File: src/rtl/lc3b_types.sv
// Shared LC-3b memory-interface types and memory-arbiter state/grant encodings.
// Pure type/constant definitions, no logic.
// Imported by the arbiter and its fairness sub-block.
package lc3b_types;

    typedef logic [15:0] lc3b_word;
    typedef logic [1:0]  lc3b_mem_wmask;

    typedef enum logic [2:0] {
        IDLE    = 3'd0,
        IMEM_RD = 3'd1,
        DMEM_RD = 3'd2,
        DMEM_WR = 3'd3,
        RESP_I  = 3'd4,
        RESP_D  = 3'd5
    } mem_arb_state_t;

    typedef enum logic [1:0] {
        GRANT_NONE    = 2'd0,
        GRANT_IMEM    = 2'd1,
        GRANT_DMEM_RD = 2'd2,
        GRANT_DMEM_WR = 2'd3
    } mem_arb_grant_t;

    localparam lc3b_mem_wmask FULL_WORD_MASK = 2'b11;

endpackage

File: src/rtl/mem_arb_fairness.sv
// Grant selection for the memory arbiter with imem starvation protection.
// Grant is combinational from requests and the registered starvation count.
// A dmem grant while imem waits bumps the count; at the limit imem is forced.
module mem_arb_fairness
    import lc3b_types::*;
#(
    parameter int unsigned STARVE_LIMIT = 4
) (
    input  logic           clk,
    input  logic           rst,
    input  logic           imem_read,
    input  logic           dmem_read,
    input  logic           dmem_write,
    input  logic           idle,
    input  logic           grant_i,
    output mem_arb_grant_t grant
);

    localparam int CW = $clog2(STARVE_LIMIT + 1);

    logic [CW-1:0] starve_cnt;
    logic          starved;

    assign starved = imem_read && (starve_cnt == CW'(STARVE_LIMIT));

    // Priority select: starved imem, then write, then data read, then imem.
    // A write beats a simultaneous data read so the illegal pair cannot hang.
    always_comb begin
        grant = GRANT_NONE;
        if (idle) begin
            if (starved) begin
                grant = GRANT_IMEM;
            end else if (dmem_write) begin
                grant = GRANT_DMEM_WR;
            end else if (dmem_read) begin
                grant = GRANT_DMEM_RD;
            end else if (imem_read) begin
                grant = GRANT_IMEM;
            end
        end
    end

    // Count consecutive dmem grants taken while imem is waiting; saturates.
    always_ff @(posedge clk or posedge rst) begin
        if (rst) begin
            starve_cnt <= '0;
        end else if (!imem_read) begin
            starve_cnt <= '0;
        end else if (grant_i) begin
            if (grant == GRANT_IMEM) begin
                starve_cnt <= '0;
            end else if (starve_cnt != CW'(STARVE_LIMIT)) begin
                starve_cnt <= starve_cnt + 1'b1;
            end
        end
    end

endmodule

File: src/rtl/mem_arbiter.sv
// Serializes one imem read and one dmem read/write onto a single pmem port.
// Latency: request in IDLE at t -> strobe t+1 -> pmem_resp t+1+k -> resp t+2+k.
// Requests wait (held by the CPU) while another transaction is in flight.
module mem_arbiter
    import lc3b_types::*;
#(
    parameter int unsigned STARVE_LIMIT = 4
) (
    input  logic          clk,
    input  logic          rst,

    input  logic          imem_read,
    input  lc3b_word      imem_address,
    output lc3b_word      imem_rdata,
    output logic          imem_resp,

    input  logic          dmem_read,
    input  logic          dmem_write,
    input  lc3b_word      dmem_address,
    input  lc3b_word      dmem_wdata,
    input  lc3b_mem_wmask dmem_byte_enable,
    output lc3b_word      dmem_rdata,
    output logic          dmem_resp,

    output logic          pmem_read,
    output logic          pmem_write,
    output lc3b_word      pmem_address,
    output lc3b_word      pmem_wdata,
    output lc3b_mem_wmask pmem_byte_enable,
    input  lc3b_word      pmem_rdata,
    input  logic          pmem_resp
);

    mem_arb_state_t state, state_nxt;
    mem_arb_grant_t grant;
    logic           idle;
    logic           grant_i;

    logic           rd_nxt;
    logic           wr_nxt;
    logic           iresp_nxt;
    logic           dresp_nxt;
    lc3b_word       irdata_nxt;
    lc3b_word       drdata_nxt;

    assign idle    = (state == IDLE);
    assign grant_i = (grant != GRANT_NONE);

    mem_arb_fairness #(
        .STARVE_LIMIT (STARVE_LIMIT)
    ) u_fair (
        .clk        (clk),
        .rst        (rst),
        .imem_read  (imem_read),
        .dmem_read  (dmem_read),
        .dmem_write (dmem_write),
        .idle       (idle),
        .grant_i    (grant_i),
        .grant      (grant)
    );

    // State register.
    always_ff @(posedge clk or posedge rst) begin
        if (rst) begin
            state <= IDLE;
        end else begin
            state <= state_nxt;
        end
    end

    // Next state: grant out of IDLE, wait for pmem_resp, one response cycle.
    always_comb begin
        state_nxt = state;
        case (state)
            IDLE: begin
                case (grant)
                    GRANT_IMEM:    state_nxt = IMEM_RD;
                    GRANT_DMEM_RD: state_nxt = DMEM_RD;
                    GRANT_DMEM_WR: state_nxt = DMEM_WR;
                    default:       state_nxt = IDLE;
                endcase
            end
            IMEM_RD: if (pmem_resp) state_nxt = RESP_I;
            DMEM_RD: if (pmem_resp) state_nxt = RESP_D;
            DMEM_WR: if (pmem_resp) state_nxt = RESP_D;
            RESP_I:  state_nxt = IDLE;
            RESP_D:  state_nxt = IDLE;
            default: state_nxt = IDLE;
        endcase
    end

    // Output decode: next values of the registered strobes, resp and rdata.
    // Strobes stay up until pmem_resp; resp/rdata are set for one cycle only.
    always_comb begin
        rd_nxt     = 1'b0;
        wr_nxt     = 1'b0;
        iresp_nxt  = 1'b0;
        dresp_nxt  = 1'b0;
        irdata_nxt = '0;
        drdata_nxt = '0;
        case (state)
            IDLE: begin
                rd_nxt = (grant == GRANT_IMEM) || (grant == GRANT_DMEM_RD);
                wr_nxt = (grant == GRANT_DMEM_WR);
            end
            IMEM_RD: begin
                if (pmem_resp) begin
                    iresp_nxt  = 1'b1;
                    irdata_nxt = pmem_rdata;
                end else begin
                    rd_nxt = 1'b1;
                end
            end
            DMEM_RD: begin
                if (pmem_resp) begin
                    dresp_nxt  = 1'b1;
                    drdata_nxt = pmem_rdata;
                end else begin
                    rd_nxt = 1'b1;
                end
            end
            DMEM_WR: begin
                if (pmem_resp) begin
                    dresp_nxt = 1'b1;
                end else begin
                    wr_nxt = 1'b1;
                end
            end
            default: begin
            end
        endcase
    end

    // Registered strobes and responses so pmem/CPU see flop outputs only.
    always_ff @(posedge clk or posedge rst) begin
        if (rst) begin
            pmem_read  <= 1'b0;
            pmem_write <= 1'b0;
            imem_resp  <= 1'b0;
            dmem_resp  <= 1'b0;
            imem_rdata <= '0;
            dmem_rdata <= '0;
        end else begin
            pmem_read  <= rd_nxt;
            pmem_write <= wr_nxt;
            imem_resp  <= iresp_nxt;
            dmem_resp  <= dresp_nxt;
            imem_rdata <= irdata_nxt;
            dmem_rdata <= drdata_nxt;
        end
    end

    // Capture the granted requester's address/data/mask on the grant edge;
    // later input changes cannot disturb the in-flight transaction.
    always_ff @(posedge clk or posedge rst) begin
        if (rst) begin
            pmem_address     <= '0;
            pmem_wdata       <= '0;
            pmem_byte_enable <= 2'b00;
        end else if (grant_i) begin
            pmem_address     <= (grant == GRANT_IMEM) ? imem_address : dmem_address;
            pmem_wdata       <= (grant == GRANT_DMEM_WR) ? dmem_wdata : '0;
            pmem_byte_enable <= (grant == GRANT_DMEM_WR) ? dmem_byte_enable : FULL_WORD_MASK;
        end
    end

endmodule

File: config.mk
export PLATFORM = sky130hd
export DESIGN_NAME = mem_arbiter
export DESIGN_NICKNAME = d
export VERILOG_FILES = /design/src/rtl/lc3b_types.sv /design/src/rtl/mem_arb_fairness.sv /design/src/rtl/mem_arbiter.sv
export SDC_FILE = /design/constraint.sdc
export NUM_CORES = 1
export LEC_CHECK = 0
export ABC_AREA = 1
export BUFFER_PORTS_ARGS = -buffer_cell sky130_fd_sc_hd__buf_2
export CAP_MARGIN = 25
export CELL_PAD_IN_SITES_DETAIL_PLACEMENT = 2
export CELL_PAD_IN_SITES_GLOBAL_PLACEMENT = 2
export CORE_MARGIN = 4
export CORE_UTILIZATION = 29
export CTS_CLUSTER_SIZE = 8
export DETAILED_ROUTE_END_ITERATION = 7
export PLACE_DENSITY = 0.84
export REMOVE_ABC_BUFFERS = 1
export SYNTH_ARGS = -nofsm -noshare
export SYNTH_HDL_FRONTEND = slang
export SYNTH_SLANG_ARGS = --single-unit
File: constraint.sdc
create_clock -name clk -period 5.6 [get_ports clk]
set_input_delay 0.28 -clock clk [delete_from_list [all_inputs] [get_ports clk]]
set_output_delay 0.28 -clock clk [all_outputs]
set_load 0.005 [all_outputs]
# Word-level counts from Yosys, hierarchy flattened

Index checks and enable logic that the tools add are counted.

Equality and inequality tests: 12
Reductions and logical operators: 8
Add/subtract/negate cells: 1
Multiplexer cells: 25

Operators with widths:

| operator              | count |
|---|---|
| $mux W16              | 5 |
| $mux W3               | 6 |
| $mux W2               | 5 |
| $pmux W3 S3           | 1 |
| $eq A3 B2 Y1 const B  | 2 |
| $pmux W2 S3           | 1 |
| $mux W1               | 5 |
| $eq A2 B2 Y1 const B  | 2 |
| $ne A2 B1 Y1 const B  | 2 |
| $pmux W1 S2           | 2 |
| $reduce_and A2 Y1     | 2 |
| $reduce_or A2 Y1      | 2 |
| $add A3 B1 Y3 const B | 1 |
| $eq A3 B1 Y1 const B  | 1 |
| $eq A3 B3 Y1 const B  | 1 |
| $logic_not A3 Y1      | 1 |
| $ne A3 B1 Y1 const B  | 1 |
| $ne A3 B3 Y1 const B  | 1 |
| $eq A2 B1 Y1 const B  | 1 |
| $ne A2 B2 Y1 const B  | 1 |
| $reduce_bool A2 Y1    | 1 |
| $logic_and A1 B1 Y1   | 1 |
| $logic_or A1 B1 Y1    | 1 |

Logic and storage cells: 57
Flip-flop bits (word level): 76
Output and inout port bits: 70

# Logic depth before layout (Yosys ltp)

Gate-level depths: netlist of the first run.

Depth after elaboration: 9
Gate-level depth with buffers: 12
Mapped depth without buffers: 11

# Cells and area by module

A second synthesis of the first run with hierarchy kept.

Cell total of the unflattened synthesis: 320
Area, all modules: 3060.4 µm²

By module, submodules not included:

| module           | cells each | area each (µm²) | seq. area each (µm²) | instances |
|---|---|---|---|---|
| mem_arbiter      | 287        | 2822.7          | 1826.8               | 1 |
| mem_arb_fairness | 33         | 237.7           | 75.1                 | 1 |

# Least setup slack after synthesis of the first run

OpenSTA, ideal clock, no wires.

Kind: reg2reg
Start point: register u_fair.starve_cnt[0]
End point: register pmem_address[0]
Library setup time: 0.124 ns
Path buffers: 2
Cell stages (with the launch flop): 13
Setup slack: 3.826 ns
Data required time: 5.476 ns
Period minus slack after synthesis: 1.774 ns
Arrival: 1.650 ns
Path through: dfrtp_1 -> inv_1 -> ha_1 -> nand3_1 -> nand3_1 -> nand2_2 -> inv_1 -> ha_1 -> buf_4 -> clkinv_1 -> buf_4 -> nand2_1 -> a21oi_1

Word-level cells in the longest chain between the ends: 6

RTL lines:

| what                     | line                   | RTL |
|---|---|---|
| start: declaration       | mem_arb_fairness.sv:21 | `logic [CW-1:0] starve_cnt;` |
| start signal: assignment | mem_arb_fairness.sv:53 | `starve_cnt <= starve_cnt + 1'b1;` |
| $eq A3 B3 Y1 (*)         | mem_arb_fairness.sv:24 | `assign starved = imem_read && (starve_cnt == CW'(STARVE_LIMIT));` |
| $logic_and A1 B1 Y1 (*)  | mem_arb_fairness.sv:24 |  |
| $mux W2 (*)              | mem_arb_fairness.sv:31 | `if (starved) begin` |
| $mux W2 (*)              | mem_arb_fairness.sv:30 | `if (idle) begin` |
| $eq A2 B1 Y1             | mem_arbiter.sv:161     | `pmem_address <= (grant == GRANT_IMEM) ? imem_address : dmem_address;` |
| $mux W16                 | mem_arbiter.sv:161     |  |
| end signal: assignment   | mem_arbiter.sv:161     |  |
| end: declaration         | mem_arbiter.sv:27      | `output lc3b_word pmem_address,` |

Mark *: on every way between the ends. The rest lies on a longest branch, timed or not.
A chain may end at the register's enable or synchronous reset.

# Final worst setup path of the first run

Start point: register u_fair.starve_cnt[0]
End point: register u_fair.starve_cnt[2]

Word-level cells in the longest chain between the ends: 8

RTL lines:

| what                | line                   | RTL |
|---|---|---|
| $eq A3 B3 Y1        | mem_arb_fairness.sv:24 |  |
| $logic_and A1 B1 Y1 | mem_arb_fairness.sv:24 |  |
| $mux W2             | mem_arb_fairness.sv:31 |  |
| $mux W2             | mem_arb_fairness.sv:30 |  |
| $eq A2 B1 Y1        | mem_arb_fairness.sv:50 | `if (grant == GRANT_IMEM) begin` |
| $mux W3             | mem_arb_fairness.sv:50 |  |
| $mux W3             | mem_arb_fairness.sv:49 | `end else if (grant_i) begin` |
| $mux W3             | mem_arb_fairness.sv:47 | `end else if (!imem_read) begin` |

Several ways; a longest one is shown, not always the timed one. The select of a mux whose other input is x is not followed.

==> results.toml, run 1 <==
[run_status]
run_status = "completed"

[yosys]
ys_ff_latch = 76
synth_cell_types = 27
yosysSeqAreaShare_pct = 63.0
yosys.cell_count.top_type = "dfrtp_1"
ys_top_cells_by_area = "dfrtp_1, a21oi_1, nor2_1"
synth_edf_count = 0
netlist_area_um2 = 3020
syn_avg_cell_area_um2 = 10.6
synth_flop_cell = "dfrtp_1"
synth_common_cells = "dfrtp_1, nor2_1, a21oi_1, inv_1, nand2_1"
yosysTopAreaCell = "dfrtp_1"
async_flop_share_pct = 100
synth_cells = 284
netlist.area_leader.share_pct = 63.0
yosys_warnings = 0

[pwr]
intPower_mw = 1.21
seqPwrFrac_pct = 40.7
switching_share_pct = 36.6
p_comb_share_pct = 35.4
leakage_nw = 2.33
p_per_area_nw_per_um2 = 470
pwr-share-clk_pct = 24.0
p_switching_mw = 0.700
total_power_mw = 1.91
vdd_drop_max_mv = 0.151

[die]
dieArea_um2 = 12100
fp-row-count = 36
core-area_um2 = 9950
start_util_pct = 30.3
io_pins = 142
die_h_um = 110
die_w_um = 110

[clock_tree]
cts_max_level = 3
cts_hold_buffers = 0
cts_tree = "done"
clk_pin_slew_ns = 0.09
post_cts_buffers = 0
clock-root-buffer = "clkbuf_8"
clock_sinks = 76
clk_latency_ns = 0.35
cts.repair.resized = 0
cts_buffer_depth = 2
cts_buffers = 9

[hold_path]
hold_class = "in2async"

[sta]
holdWs_ns = 0.0104
hold_viol = 0
skew_ns = 0.0139
layout_min_cycle_time_ns = 2.83
relSlewSlack_pct = 52.8
rsz0062_at_grt = "false"
max_freq_mhz = 354
tns_ns = 0
setup_ws_ns = 2.77
min_period_over_period_pct = 50.5
worst_pin_slew_ns = 0.707
setup_viol = 0
drv_slew = 0

[global_routing]
grt_pass1_vias = 2951
grt_pass1_wl_um = 14800
grt_start_max_net_pins = 77
gr-total-overflow = 0
antenna_found_initial = 0
grt.total_usage_pct = 16.2

[detailed_routing]
drcViolationCount = 0
vias_per_cell = 4.58
ant_nets = 0
via_count = 2585
routed_wl_um = 9730
routedWlPerCell_um = 17.2
first_pass_iters = 4
drt-initial-drc-count = 88

[cells_and_area]
layout-drive-gt1-share_pct = 41.7
nets = 507
n_antenna_cell = 0
syn_to_final_growth_pct = 34.8
finalInstanceArea_um2 = 4070

[placed_design]
place_ws_ns = 2.75
io_buffer_count = 141
dp_hpwl_um = 7200
post_dp_cell_area_um2 = 3830
gp_congestion = 0.692

[critical_path]
worstSetupStartpointType = "flop"
crit_required_ns = 5.82
reg2reg_depth = 10
cp_num_buf_inv = 3
critical_path.cell_chain = "inv_1 > ha_1 > nand3_1 > nand3_1 > nand2_2 > inv_1 > ha_1 > clkinv_1 > nand4_1 > o21ai_0"
r2r_setup_slack_ns = 2.77
critical_path.top_delay_family = "buffers and inverters"
cpMaxStageDelayCell = "clkinv_1"
worst-path-max-fanout = 19
crit_path_max_incr_delay_ns = 0.65
rr_endpoint = "u_fair.starve_cnt[2]"
endpoint_kind = "flop"
crit_type = "reg2reg"
critPathArrivalTime_ns = 3.05
r2r-start = "u_fair.starve_cnt[0]"

[job]
maxCapViolCount = 0
worst max path at each step:
| stage | start | to | depth (start not counted) | slack, ns |
|---|---|---|---|---|
| after CTS | u_fair.starve_cnt[0] | u_fair.starve_cnt[2] | 10 | 2.76 |
| final | u_fair.starve_cnt[0] | u_fair.starve_cnt[2] | 10 | 2.77 |
| after global placement | u_fair.starve_cnt[0] | u_fair.starve_cnt[2] | 10 | 2.92 |
| after floorplan | u_fair.starve_cnt[0] | u_fair.starve_cnt[0] | 9 | 3.19 |
| after detailed placement | u_fair.starve_cnt[0] | u_fair.starve_cnt[2] | 10 | 2.75 |
| after global routing | state[2] | u_fair.starve_cnt[2] | 9 | 2.46 |
cell families after synthesis:
family,count (synthesis),synth area share [%]
compound gates,61,12.7
fa+ha+maj,7,2.90
buf+inv,47,7.01
flops,76,63.0
simple gates,93,14.3
layout by cell type (no fill, tap or decap):
cell	n
clkinv_1	1
o211ai_1	1
nor3_4	1
buf_2	141
o22ai_2	1
buf_4	2
bufinv_16	2
o22ai_1	1
o22a_1	2
nand4_1	1
a21oi_1	32
clkbuf_8	9
o21ai_0	8
clkinv_4	1
nand3_1	6
ha_1	7
nand3_2	1
dfrtp_1	76
or2_2	1
inv_1	31
nor2_4	2
nor2_2	8
inv_2	3
buf_16	1
nand2_4	2
nor2_1	42
inv_6	1
a22o_1	16
nand2_2	1
nand2_1	28
clkinv_2	3
metrics by stage:
stage | util, % | instances
6_report | 40.9 | 565
5_1_grt | 40.9 | 565
4_1_cts | 40.6 | 564
3_5_place_dp | 38.5 | 549
3_3_place_gp | 38.5 | 549
2_1_floorplan | - | 273
area by class of cell:
type / count / area (um2)
Clock buffer: 9 / 124
Clock inverter: 6 / 87.6
Fill cell: 1094 / 5890
Inverter: 36 / 136
Multi-Input combinational cell: 161 / 905
Sequential cell: 76 / 1900
Tap cell: 133 / 166
Timing Repair Buffer: 144 / 748
power groups by stage:
stage / sequential [mW] / combinational, mW / clock [mW]
after floorplan: 0.794 / 0.360 / 0
after global placement: 0.778 / 0.654 / 0
after detailed placement: 0.790 / 0.689 / 0
after CTS: 0.781 / 0.696 / 0.477
after global routing: 0.795 / 0.779 / 0.503
final: 0.777 / 0.676 / 0.458
per-layer routing:
layer	global-route usage (%)	share of wire, %	up-vias
met5	0	0	-
met4	4.63	1.1	0
met3	7.28	11	10
met2	28.9	52	97
met1	17.3	36	1283
li1	-	-	1195
worst register-to-register path: stages, from the launching register on:
cell      delay [ns]
dfrtp_1         0.40
inv_1           0.09
ha_1            0.14
nand3_1         0.13
nand3_1         0.12
nand2_2         0.09
inv_1           0.10
ha_1            0.62
clkinv_1        0.65
nand4_1         0.26
o21ai_0         0.11
sequential cells by signal, indices dropped and copies added, names as in the netlist:
signal / flops
pmem_read: 1
pmem_wdata: 16
u_fair.starve_cnt: 3
dmem_rdata: 16
pmem_byte_enable: 2
dmem_resp: 1
state: 3
pmem_write: 1
pmem_address: 16
imem_resp: 1
imem_rdata: 16
(Power assumes the default switching activity.)
==> inputs of run 2 (changes only) <==
- CORE_UTILIZATION: 29 -> 27
- PLACE_DENSITY: 0.84 -> 0.79
- clock period: 5.6 -> 2.8 ns (I/O delays scaled with it)
==> results.toml, run 2 (synthesis results as in run 1) <==
[die]
dieArea_um2 = 12900
die_w_um = 114
start_util_pct = 27.7
io_pins = 142
fp-row-count = 38
die_h_um = 114
core-area_um2 = 10900

[global_routing]
grt_pass1_vias = 2992
grt_pass1_wl_um = 15800
use_met3_pct = 7.80
antenna_found_initial = 0
met2_usage_pct = 25.1
grt.total_usage_pct = 15.7
grt_start_max_net_pins = 32
grt_use_met1_pct = 18.6
busiest_layer = "met2"
gr-total-overflow = 0

[clock_tree]
clk_pin_slew_ns = 0.09
clock-root-buffer = "clkbuf_8"
cts_tree = "done"
cts_buffer_depth = 2
clock_sinks = 76
clk_latency_ns = 0.35
cts_buffers = 9
cts_max_level = 3
post_cts_buffers = 0

[detailed_routing]
routed_wl_um = 9660
via_count = 2617
routedWlPerCell_um = 16.5
drt-initial-drc-count = 67
drcViolationCount = 0
vias_per_cell = 4.47
ant_nets = 0
first_pass_iters = 4

[sta]
rsz0062_at_grt = "false"
layout_min_cycle_time_ns = 2.33
relSlewSlack_pct = 64.5
hold_viol = 0
setup_viol = 0
tns_ns = 0
drv_slew = 0
worst_pin_slew_ns = 0.529
min_period_over_period_pct = 83.1
max_freq_mhz = 430
skew_ns = 0.0140

[pwr]
pwr-share-clk_pct = 20.0
p_per_area_nw_per_um2 = 883
intPower_mw = 2.26
leakage_nw = 2.35
vdd_drop_max_mv = 0.300
seqPwrFrac_pct = 42.5
p_comb_share_pct = 37.5
p_switching_mw = 1.40
switching_share_pct = 38.4

[cells_and_area]
fillers = 1248
layout_common_cells = "buf_2, dfrtp_1, nor2_1"
nets = 520
syn_to_final_growth_pct = 37.3
final_common_cell = "buf_2"
n_antenna_cell = 0
instances_no_fill = 585
layout-drive-gt1-share_pct = 40.9
fin_util_pct = 38.0

[critical_path]
worstSetupStartpointType = "flop"
worst-path-max-fanout = 19
crit_required_ns = 3.06
crit_type = "reg2reg"
endpoint_kind = "flop"
critPathArrivalTime_ns = 2.59
r2r_setup_slack_ns = 0.47

[placed_design]
gp_congestion = 0.709
dp.cells = 558
dp_hpwl_um = 7340
io_buffer_count = 141

[hold_path]
hold_class = "in2reg"

[run_status]
run_status = "completed"

[job]
maxCapViolCount = 0
## run 2: cell count changes in the layout (fill, tap and decap cells not counted), sizes merged
cell and change:
buf +1, clkinv +1, bufinv -2, clkinvlp +2, inv -1, dlygate4sd3 +12
## run 2: what timing repair did
item / in CTS / in global routing
endpoints found under the setup margin: 0 / 3
gates resized for setup: 0 / 1
endpoints found under the hold margin: 35 / 0
hold buffers: 12 / 0
## run 2: metal layers
metal | share of wire (%) | vias to the layer above
met5 | 0 | -
met4 | 1.1 | 0
met3 | 12 | 7
met2 | 46 | 107
met1 | 41 | 1275
li1 | - | 1228
## run 2: final timing paths
check                                             to           start  cells after the start
min in group asynchronous                  imem_resp             rst                      3
worst min register to register         pmem_wdata[0]   pmem_wdata[0]                      1
max in group asynchronous              imem_rdata[0]             rst                      4
worst min-delay path                  pmem_wdata[15]  dmem_wdata[15]                      2
worst max register to register  u_fair.starve_cnt[1]        state[2]                      9
worst max-delay path            u_fair.starve_cnt[1]        state[2]                      9
## run 2: per-stage QoR
step	hold slack (ns)	area (um2)	power [mW]	setup WS (ns)
after floorplan	0.248	2940	2.31	0.387
after global placement	0.167	3850	2.89	0.302
after detailed placement	0.178	3850	2.97	0.154
after CTS	0.000381	4140	3.74	0.131
after global routing	0.00479	4140	4.01	0.194
final	0.0219	4140	3.66	0.472
## run 2: area by class of cell
class,count,area [um2],share of cell area (%)
sequential,76,1900,45.9
multi-input combinational,161,907,21.9
timing repair buffer,157,856,20.7
tap,140,175,4.23
inverter,36,136,3.29
clock buffer,9,124,2.99
clock inverter,6,42.5,1.03
## run 2: power groups by stage
stage	Clock [mW]	Sequential (mW)	Combinational [mW]
2_1_floorplan	0	1.59	0.720
3_3_place_gp	0	1.56	1.33
3_5_place_dp	0	1.58	1.39
4_1_cts	0.766	1.56	1.41
5_1_grt	0.826	1.60	1.58
6_report	0.734	1.56	1.37
## run 2: worst max-delay path: stages (launching register included)
cell and delay [ns]:
dfrtp_1 0.41, inv_1 0.12, nand3_1 0.17, inv_1 0.10, nand3_1 0.17, ha_2 0.49
inv_2 0.26, o22ai_2 0.34, nand2_1 0.09, o21ai_0 0.09
